`src/rtl/mm_pass_sequencer.sv`:
```
// mm_pass_sequencer: walks one full A x s multiply pass, fetching packed words from BRAM and
// offering them to the multiplier row by row. Optional stall counter: MM_SEQ_STALL_CNT_EN.
module mm_pass_sequencer #(
    parameter int DEPTH  = 784,
    parameter int RD_LAT = 2,
    parameter int IDX_W  = 10,
    parameter int CNT_W  = 18
) (
    input  logic             clk_in,
    input  logic             rst_in,
    input  logic             start_in,
    input  logic             abort_in,
    output logic             busy_out,
    output logic             done_out,
    output logic [IDX_W-1:0] a_addr_out,
    input  logic [35:0]      a_rdata_in,
    output logic [IDX_W-1:0] s_addr_out,
    input  logic [1:0]       s_rdata_in,
    output logic             A_valid_out,
    output logic [IDX_W-1:0] A_idx_out,
    output logic [35:0]      pk_A_out,
    input  logic             A_ready_in,
    output logic             s_valid_out,
    output logic [IDX_W-1:0] s_idx_out,
    output logic [1:0]       sk_s_out,
    input  logic             s_ready_in,
    input  logic             B_valid_in,
    output logic [CNT_W-1:0] prod_cnt_out
`ifdef MM_SEQ_STALL_CNT_EN
    ,
    output logic [31:0]      stall_cnt_out
`endif
);

    typedef enum logic [2:0] {
        IDLE,
        FETCH_A,
        OFFER_A,
        FETCH_S,
        OFFER_S,
        DRAIN,
        DONE
    } state_t;

    localparam logic [IDX_W-1:0] LAST_IDX = IDX_W'(DEPTH - 2);
    localparam logic [CNT_W-1:0] TOTAL    = CNT_W'((DEPTH / 2) * (DEPTH / 2));
    localparam logic [1:0]       LAT_END  = 2'(RD_LAT);

    state_t           state_q, state_d;
    logic [IDX_W-1:0] a_i_q, a_i_d;
    logic [IDX_W-1:0] s_i_q, s_i_d;
    logic [1:0]       wait_q, wait_d;
    logic             busy_q, busy_d;
    logic             done_q, done_d;
    logic             a_valid_q, a_valid_d;
    logic             s_valid_q, s_valid_d;
    logic [IDX_W-1:0] a_idx_q, a_idx_d;
    logic [IDX_W-1:0] s_idx_q, s_idx_d;
    logic [35:0]      pk_a_q, pk_a_d;
    logic [1:0]       sk_s_q, sk_s_d;
    logic [CNT_W-1:0] prod_cnt_q, prod_cnt_d;
    logic             in_pass;
    logic             aborting;
`ifdef MM_SEQ_STALL_CNT_EN
    logic [31:0]      stall_q, stall_d;
`endif

    // Products and stalls are only counted between an accepted start and the DONE state.
    assign in_pass  = (state_q != IDLE) && (state_q != DONE);
    assign aborting = abort_in && (state_q != IDLE);

    always_comb begin
        state_d    = state_q;
        a_i_d      = a_i_q;
        s_i_d      = s_i_q;
        wait_d     = wait_q;
        busy_d     = busy_q;
        done_d     = 1'b0;
        a_valid_d  = a_valid_q;
        s_valid_d  = s_valid_q;
        a_idx_d    = a_idx_q;
        s_idx_d    = s_idx_q;
        pk_a_d     = pk_a_q;
        sk_s_d     = sk_s_q;
        prod_cnt_d = prod_cnt_q;

        if (aborting) begin
            state_d   = IDLE;
            a_valid_d = 1'b0;
            s_valid_d = 1'b0;
            busy_d    = 1'b0;
        end else begin
            if (in_pass && B_valid_in) begin
                prod_cnt_d = prod_cnt_q + CNT_W'(1);
            end
            // A fetch spends one cycle presenting the registered address, then RD_LAT read cycles.
            unique case (state_q)
                IDLE: begin
                    if (start_in) begin
                        a_i_d      = '0;
                        s_i_d      = '0;
                        prod_cnt_d = '0;
                        wait_d     = '0;
                        busy_d     = 1'b1;
                        state_d    = FETCH_A;
                    end
                end
                FETCH_A: begin
                    if (wait_q == LAT_END) begin
                        pk_a_d    = a_rdata_in;
                        a_idx_d   = a_i_q;
                        a_valid_d = 1'b1;
                        state_d   = OFFER_A;
                    end else begin
                        wait_d = wait_q + 2'd1;
                    end
                end
                OFFER_A: begin
                    if (A_ready_in) begin
                        a_valid_d = 1'b0;
                        wait_d    = '0;
                        state_d   = FETCH_S;
                    end
                end
                FETCH_S: begin
                    if (wait_q == LAT_END) begin
                        sk_s_d    = s_rdata_in;
                        s_idx_d   = s_i_q;
                        s_valid_d = 1'b1;
                        state_d   = OFFER_S;
                    end else begin
                        wait_d = wait_q + 2'd1;
                    end
                end
                OFFER_S: begin
                    if (s_ready_in) begin
                        s_valid_d = 1'b0;
                        wait_d    = '0;
                        if (s_i_q != LAST_IDX) begin
                            s_i_d   = s_i_q + IDX_W'(2);
                            state_d = FETCH_S;
                        end else if (a_i_q != LAST_IDX) begin
                            s_i_d   = '0;
                            a_i_d   = a_i_q + IDX_W'(2);
                            state_d = FETCH_A;
                        end else begin
                            state_d = DRAIN;
                        end
                    end
                end
                DRAIN: begin
                    if (prod_cnt_q == TOTAL) begin
                        busy_d  = 1'b0;
                        done_d  = 1'b1;
                        state_d = DONE;
                    end
                end
                DONE: begin
                    state_d = IDLE;
                end
                default: begin
                    state_d = IDLE;
                end
            endcase
        end
    end

`ifdef MM_SEQ_STALL_CNT_EN
    always_comb begin
        stall_d = stall_q;
        if (!aborting) begin
            if (state_q == IDLE && start_in) begin
                stall_d = '0;
            end else if (in_pass && ((a_valid_q && !A_ready_in) || (s_valid_q && !s_ready_in))) begin
                stall_d = stall_q + 32'd1;
            end
        end
    end

    always_ff @(posedge clk_in) begin
        if (rst_in) begin
            stall_q <= '0;
        end else begin
            stall_q <= stall_d;
        end
    end

    assign stall_cnt_out = stall_q;
`endif

    always_ff @(posedge clk_in) begin
        if (rst_in) begin
            state_q    <= IDLE;
            a_i_q      <= '0;
            s_i_q      <= '0;
            wait_q     <= '0;
            busy_q     <= 1'b0;
            done_q     <= 1'b0;
            a_valid_q  <= 1'b0;
            s_valid_q  <= 1'b0;
            a_idx_q    <= '0;
            s_idx_q    <= '0;
            pk_a_q     <= '0;
            sk_s_q     <= '0;
            prod_cnt_q <= '0;
        end else begin
            state_q    <= state_d;
            a_i_q      <= a_i_d;
            s_i_q      <= s_i_d;
            wait_q     <= wait_d;
            busy_q     <= busy_d;
            done_q     <= done_d;
            a_valid_q  <= a_valid_d;
            s_valid_q  <= s_valid_d;
            a_idx_q    <= a_idx_d;
            s_idx_q    <= s_idx_d;
            pk_a_q     <= pk_a_d;
            sk_s_q     <= sk_s_d;
            prod_cnt_q <= prod_cnt_d;
        end
    end

    assign a_addr_out   = {1'b0, a_i_q[IDX_W-1:1]};
    assign s_addr_out   = {1'b0, s_i_q[IDX_W-1:1]};
    assign busy_out     = busy_q;
    assign done_out     = done_q;
    assign A_valid_out  = a_valid_q;
    assign A_idx_out    = a_idx_q;
    assign pk_A_out     = pk_a_q;
    assign s_valid_out  = s_valid_q;
    assign s_idx_out    = s_idx_q;
    assign sk_s_out     = sk_s_q;
    assign prod_cnt_out = prod_cnt_q;

endmodule

```
`config.mk`:
```
export PLATFORM = sky130hd
export DESIGN_NAME = mm_pass_sequencer
export DESIGN_NICKNAME = d
export VERILOG_FILES = /design/src/rtl/mm_pass_sequencer.sv
export SDC_FILE = /design/constraint.sdc
export NUM_CORES = 1
export LEC_CHECK = 0
export BUFFER_PORTS_ARGS = -buffer_cell sky130_fd_sc_hd__buf_4
export CAP_MARGIN = 30
export CORE_ASPECT_RATIO = 0.5
export CORE_MARGIN = 3
export CORE_UTILIZATION = 46
export CTS_CLUSTER_DIAMETER = 200
export DETAILED_ROUTE_END_ITERATION = 10
export GPL_TIMING_DRIVEN = 0
export PLACE_DENSITY = 0.77
export SETUP_SLACK_MARGIN = 0.5
export SYNTH_ARGS = -nofsm -noshare
export SYNTH_HDL_FRONTEND = slang
export SYNTH_SLANG_ARGS = --single-unit
export TNS_END_PERCENT = 5
```
`constraint.sdc`:
```
create_clock -name clk_in -period 2 [get_ports clk_in]
set_input_delay 0.3 -clock clk_in [delete_from_list [all_inputs] [get_ports clk_in]]
set_output_delay 0.3 -clock clk_in [all_outputs]
set_load 0.02 [all_outputs]
```
* After elaboration in Yosys (flattened, before gate mapping)
Cells that the tools add are included.
Storage, ports and cells: memories 0, register bits after elaboration 105, bits in writable memories 0, bits in latches 0, bits in read-only memories 0, output and inout bits 100
Operators by class: bitwise gates (word level) 2, divide/modulo/power cells 0, reduce and logical (&&, ||, !) cells 22, muxes and demuxes 35, $lt $le $gt $ge 0, add/sub/neg operators 4, multipliers 0, equality and inequality tests 20, shifts and indexed selects 0
Operator list (count):
- 2-to-1 mux 10 bit | 7
- 2-to-1 mux 18 bit | 3
- one-hot mux 10 bit (2 select lines) | 2
- 2-to-1 mux 3 bit | 8
- adder 10 x 2 -> 10 bit (second input constant) | 2
- != test 10 bit (second input constant) | 2
- adder 18 x 1 -> 18 bit (second input constant) | 1
- == test 18 bit (second input constant) | 1
- != test 2 bit (second input constant) | 9
- one-hot mux 3 bit (6 select lines) | 1
- AND reduction 6 bit | 3
- AND reduction 3 bit | 5
- 2-to-1 mux 2 bit | 4
- one-hot mux 2 bit (4 select lines) | 1
- nonzero test 2 bit | 4
- == test 3 x 2 -> 1 bit (second input constant) | 2
- == test 3 bit (second input constant) | 2
- 2-to-1 mux 1 bit | 6
- != test 3 bit (second input constant) | 2
- one-hot mux 1 bit (2 select lines) | 3
- AND reduction 5 bit | 1
- nonzero test 4 bit | 1
- OR reduction 2 bit | 2
- == test 3 x 1 -> 1 bit (second input constant) | 1
- other kinds (7) | 10

* Logic depth before layout (Yosys ltp)
depth after elaboration 6, mapped depth 9, depth with buffers taken out 7

* Worst setup path after synthesis
OpenSTA, ideal clock, no wires.
kind register -> register, start point reg a_i_q[4], end point reg s_i_q[2], path buffers 0, data required time 1935 ps, stages on the path, launching flop included 6, slack -60 ps, arrival 1995 ps, path through dfxtp_1 > or4b_4 > or3_1 > o21bai_4 > mux2_2 > nor2_1
On the way: cells in the longest elaborated chain, start to end 3
Ends and longest elaborated chain:
- start, declared | RTL line 50 | logic [IDX_W-1:0] a_i_q, a_i_d;
- start signal, assigned | RTL line 208 | a_i_q <= a_i_d;
- != test 10 bit | RTL line 142 | end else if (a_i_q != LAST_IDX) begin
- != test 3 bit (no source line)
- AND reduction 5 bit (no source line)
- end signal, assigned | RTL line 209 | s_i_q <= s_i_d;
- end, declared | RTL line 51 | logic [IDX_W-1:0] s_i_q, s_i_d;
No other way between the ends. A chain may end at the register's enable or synchronous reset.

* Worst setup path in the final report
start point reg state_q[1], end point reg s_i_q[3]
On the way: cells in the longest elaborated chain, start to end 4, elaborated cells between the ends (all ways) 11, those cells by class eq/ne: 4; mux: 1; bitwise: 1; reduce/logical: 5
Ends and longest elaborated chain:
- start, declared | RTL line 49 | state_t state_q, state_d;
- start signal, assigned | RTL line 207 | state_q <= state_d;
- branches (longest 4 deep; another with AND reduction 5 bit)
Parallel ways; which one is timed is not known.

==> impl_metrics.ini <==
[run_status]
status = complete, no violations

[die]
dieArea_um2 = 10800
ios = 145
num_rows = 24
die_h_um = 75.1
fp.coreArea_um2 = 8980
start_util = 0.489
die_w_um = 144

[global_routing]
grt_max_degree = 17
grt_antenna_before_repair = 0
grtUsageTotal = 0.237
grt_pass1_wl_um = 20500
gr-total-overflow = 0
grt_pass1_vias = 4154

[placement]
routabilityCongestion = 0.840
pre_cts_slack_ns = -0.410
dp_hpwl_um = 8350
place_inst = 792
numPortBuffers = 139

[detailed_routing]
firstDrtPassIters = 5
vias = 4399
ant_nets = 0
drc_errors = 0
wire_per_inst_um = 16.6
drt_iter0_drc = 253
via_per_inst = 5.33
wirelength_um = 13700

[setup_path]
rrSetupSlack_ns = 0.02
slowest_delay_ns = 0.45
critPathMaxFanout = 6
r2r_end = s_i_q[3]
cp-startpoint = state_q[1]
end_kind = flop
timing.critical_path.required_ns = 2.28
r2r_cells = 7
crit_slowest_cell = or3b_4
worstSetupPathType = flop to flop
startpoint_type = flop
crit_path_end = s_i_q[3]
arrival_ns = 2.26
reg2reg_from = state_q[1]
worstPathCellList = buf_8, or3b_4, nor4_4, nor3_2, or2_1, buf_6, a21oi_2
path_buf_inv = 2
worstSetupPathDepth = 7
crit_family = simple AND/OR/NAND/NOR gates

[clock_tree]
cts_buffer_depth = 2
h-tree-depth = 3
cts_tree = built
clock_sinks = 101
clk_pin_slew_worst_paths_ns = 0.07
worstSkewPairLatency_ns = 0.34
cts_root_buffer = clkbuf_16
cts_hold_buf = 0
cts_made_buffers = 9

[finish]
final_cells = 825
antennaDiodeCount = 0
seqCellArea_um2 = 2050
post-route-util = 0.764
nets = 754
area_growth_pct = 56.4
fill_cells = 601
multi_input_area_um2 = 2700
drive_above_1_share = 0.466

[synth]
ys_seq_area_frac = 0.461
async_reset_ff_frac = 0
synth_edf_count = 0
syn-mean-instance-area_um2 = 8.23
synth_area_um2 = 4390
yosys_warnings = 0
ys.flop_type = dfxtp_1
synth_cells = 533
ys_types = 52
ys_seq_elements = 101

[timing]
tightest_slew_ns = 0.741
post-route-period-util = 0.989
rsz0062_at_grt = yes
finalHoldViolCount = 0
whs_ns = 0.184
fin_ws_ns = 0.0224
fin_crit_ns = 1.98
maxSlewViolCount = 0
tns_ns = 0
setup_violations = 0
fmax_mhz = 506
maxSlewHeadroom = 0.506
finClkSkew_ns = 0.00732

[power_and_ir_drop]
power.leakage_nw = 2.69
peakVddDrop_v = 0.000435
p_per_area_nw_per_um2 = 633

[min_path]
hp-class = input pin to flop
hold_depth = 3

[job]
maxCapViolCount = 0
## registers in the layout, summed over array words and instances (netlist names)
register	flops
state_q	3
done_out	1
s_valid_out	1
wait_q	2
A_idx_out	9
sk_s_out	2
A_valid_out	1
pk_A_out	36
busy_out	1
a_i_q	9
prod_cnt_out	18
s_idx_out	9
s_i_q	9
## Yosys cell counts, types with 2 or more instances
cell	instances	area [µm²]
a21oi_1	53	265
o21ai_0	8	40.0
a31oi_1	4	25.0
nand2_1	109	409
inv_1	15	56.3
or3_1	6	37.5
mux2i_1	13	130
and4_1	2	17.5
nor4_1	10	62.6
nor2_1	59	221
xor2_1	2	17.5
o211ai_1	3	22.5
nor3b_1	2	15.0
ha_1	5	62.6
o2111ai_1	2	17.5
nand2b_1	8	50.1
buf_2	7	35.0
a21oi_2	3	26.3
clkbuf_1	23	86.3
dfxtp_1	101	2020
and3_1	3	18.8
nor2b_1	5	31.3
mux2_2	3	33.8
nand3_1	13	65.1
nor3_1	10	50.1
or4_1	4	30.0
xnor2_1	27	236
nor2_2	3	18.8
nor4b_1	2	17.5
nand4_1	3	18.8
buf_4	4	30.0
## layout by cell type, fill, tap and decap left out, types with 5 or more instances in the layout
cell type    n
o21ai_0      6
a21oi_1     21
nand2_2     22
nor3_1       8
nor2_1      56
nand3_1     12
buf_6        7
nor4_4       5
clkbuf_16   15
nand2_4     23
inv_1       13
a21oi_2     35
nand2b_1     8
clkbuf_8     7
clkbuf_1     9
mux2i_1     13
dfxtp_1     90
nand2_1     64
buf_4      156
dfxtp_2      7
or3_1        5
xnor2_1     27
## worst register-to-register path: stages, from the launching register on
cell and delay [ns]:
dfxtp_2 0.32, buf_8 0.13, or3b_4 0.45, nor4_4 0.38, nor3_2 0.13, or2_1 0.26, buf_6 0.15, a21oi_2 0.10
## what timing repair did
item                                    in CTS  in global routing
endpoints found under the setup margin     101                101
cloned                                       2                  0
pin swaps                                  117                  8
gates resized for setup                    192                 15
hold endpoints to repair                     0                  0
buffers inserted                            10                  6
## area by class of cell
| class | count | area share |
|---|---|---|
| buffer | 35 | 0.0545 |
| clock buffer | 12 | 0.0405 |
| clock inverter | 3 | 0.00693 |
| inverter | 15 | 0.00821 |
| multi-input combinational | 385 | 0.394 |
| sequential | 101 | 0.298 |
| tap | 117 | 0.0213 |
| timing repair buffer | 157 | 0.177 |
## metrics by stage
step                      power, mW  area, µm²
after floorplan                2.26       4410
after CTS                      4.31       6730
after global routing           4.47       6860
final                          4.34       6860
after detailed placement       2.39       5600
after global placement         2.39       5600
## routing by layer
layer / global-route usage / vias up / wire length, µm
met2: 0.421 / 181 / 6600
li1: - / 2120 / -
met5: 0 / - / 0
met3: 0.0584 / 29 / 1130
met1: 0.292 / 2069 / 5690
met4: 0.0699 / 0 / 272
## worst min path at each step
stage	to	start	slack, ns
5_1_grt	sk_s_out[1]	s_rdata_in[1]	0.20
3_5_place_dp	pk_A_out[1]	pk_A_out[1]	0.45
6_report	sk_s_out[1]	s_rdata_in[1]	0.18
3_3_place_gp	A_idx_out[9]	A_idx_out[9]	0.44
2_1_floorplan	pk_A_out[0]	a_rdata_in[0]	0.44
4_1_cts	sk_s_out[1]	s_rdata_in[1]	0.18
## power by group
group          internal, mW  switching (mW)
Sequential             2.02          0.0171
Combinational         0.198           0.219
Clock                  1.12           0.773
Total                  3.34            1.01
## logic make-up (layout without fill, tap and decap cells)
group	count (synthesis)	count (layout)	synth area share
AND/OR/NAND/NOR	250	250	0.270
multiplexers	16	16	0.0374
buffers and inverters	50	222	0.0499
XOR/XNOR	29	29	0.0579
AO/OA/AOI/OAI	80	80	0.107
flip-flops	101	101	0.461
other	1	4	0.000855
adder cells (fa/ha/maj)	6	6	0.0165
Power figures use the tool's default switching activity.
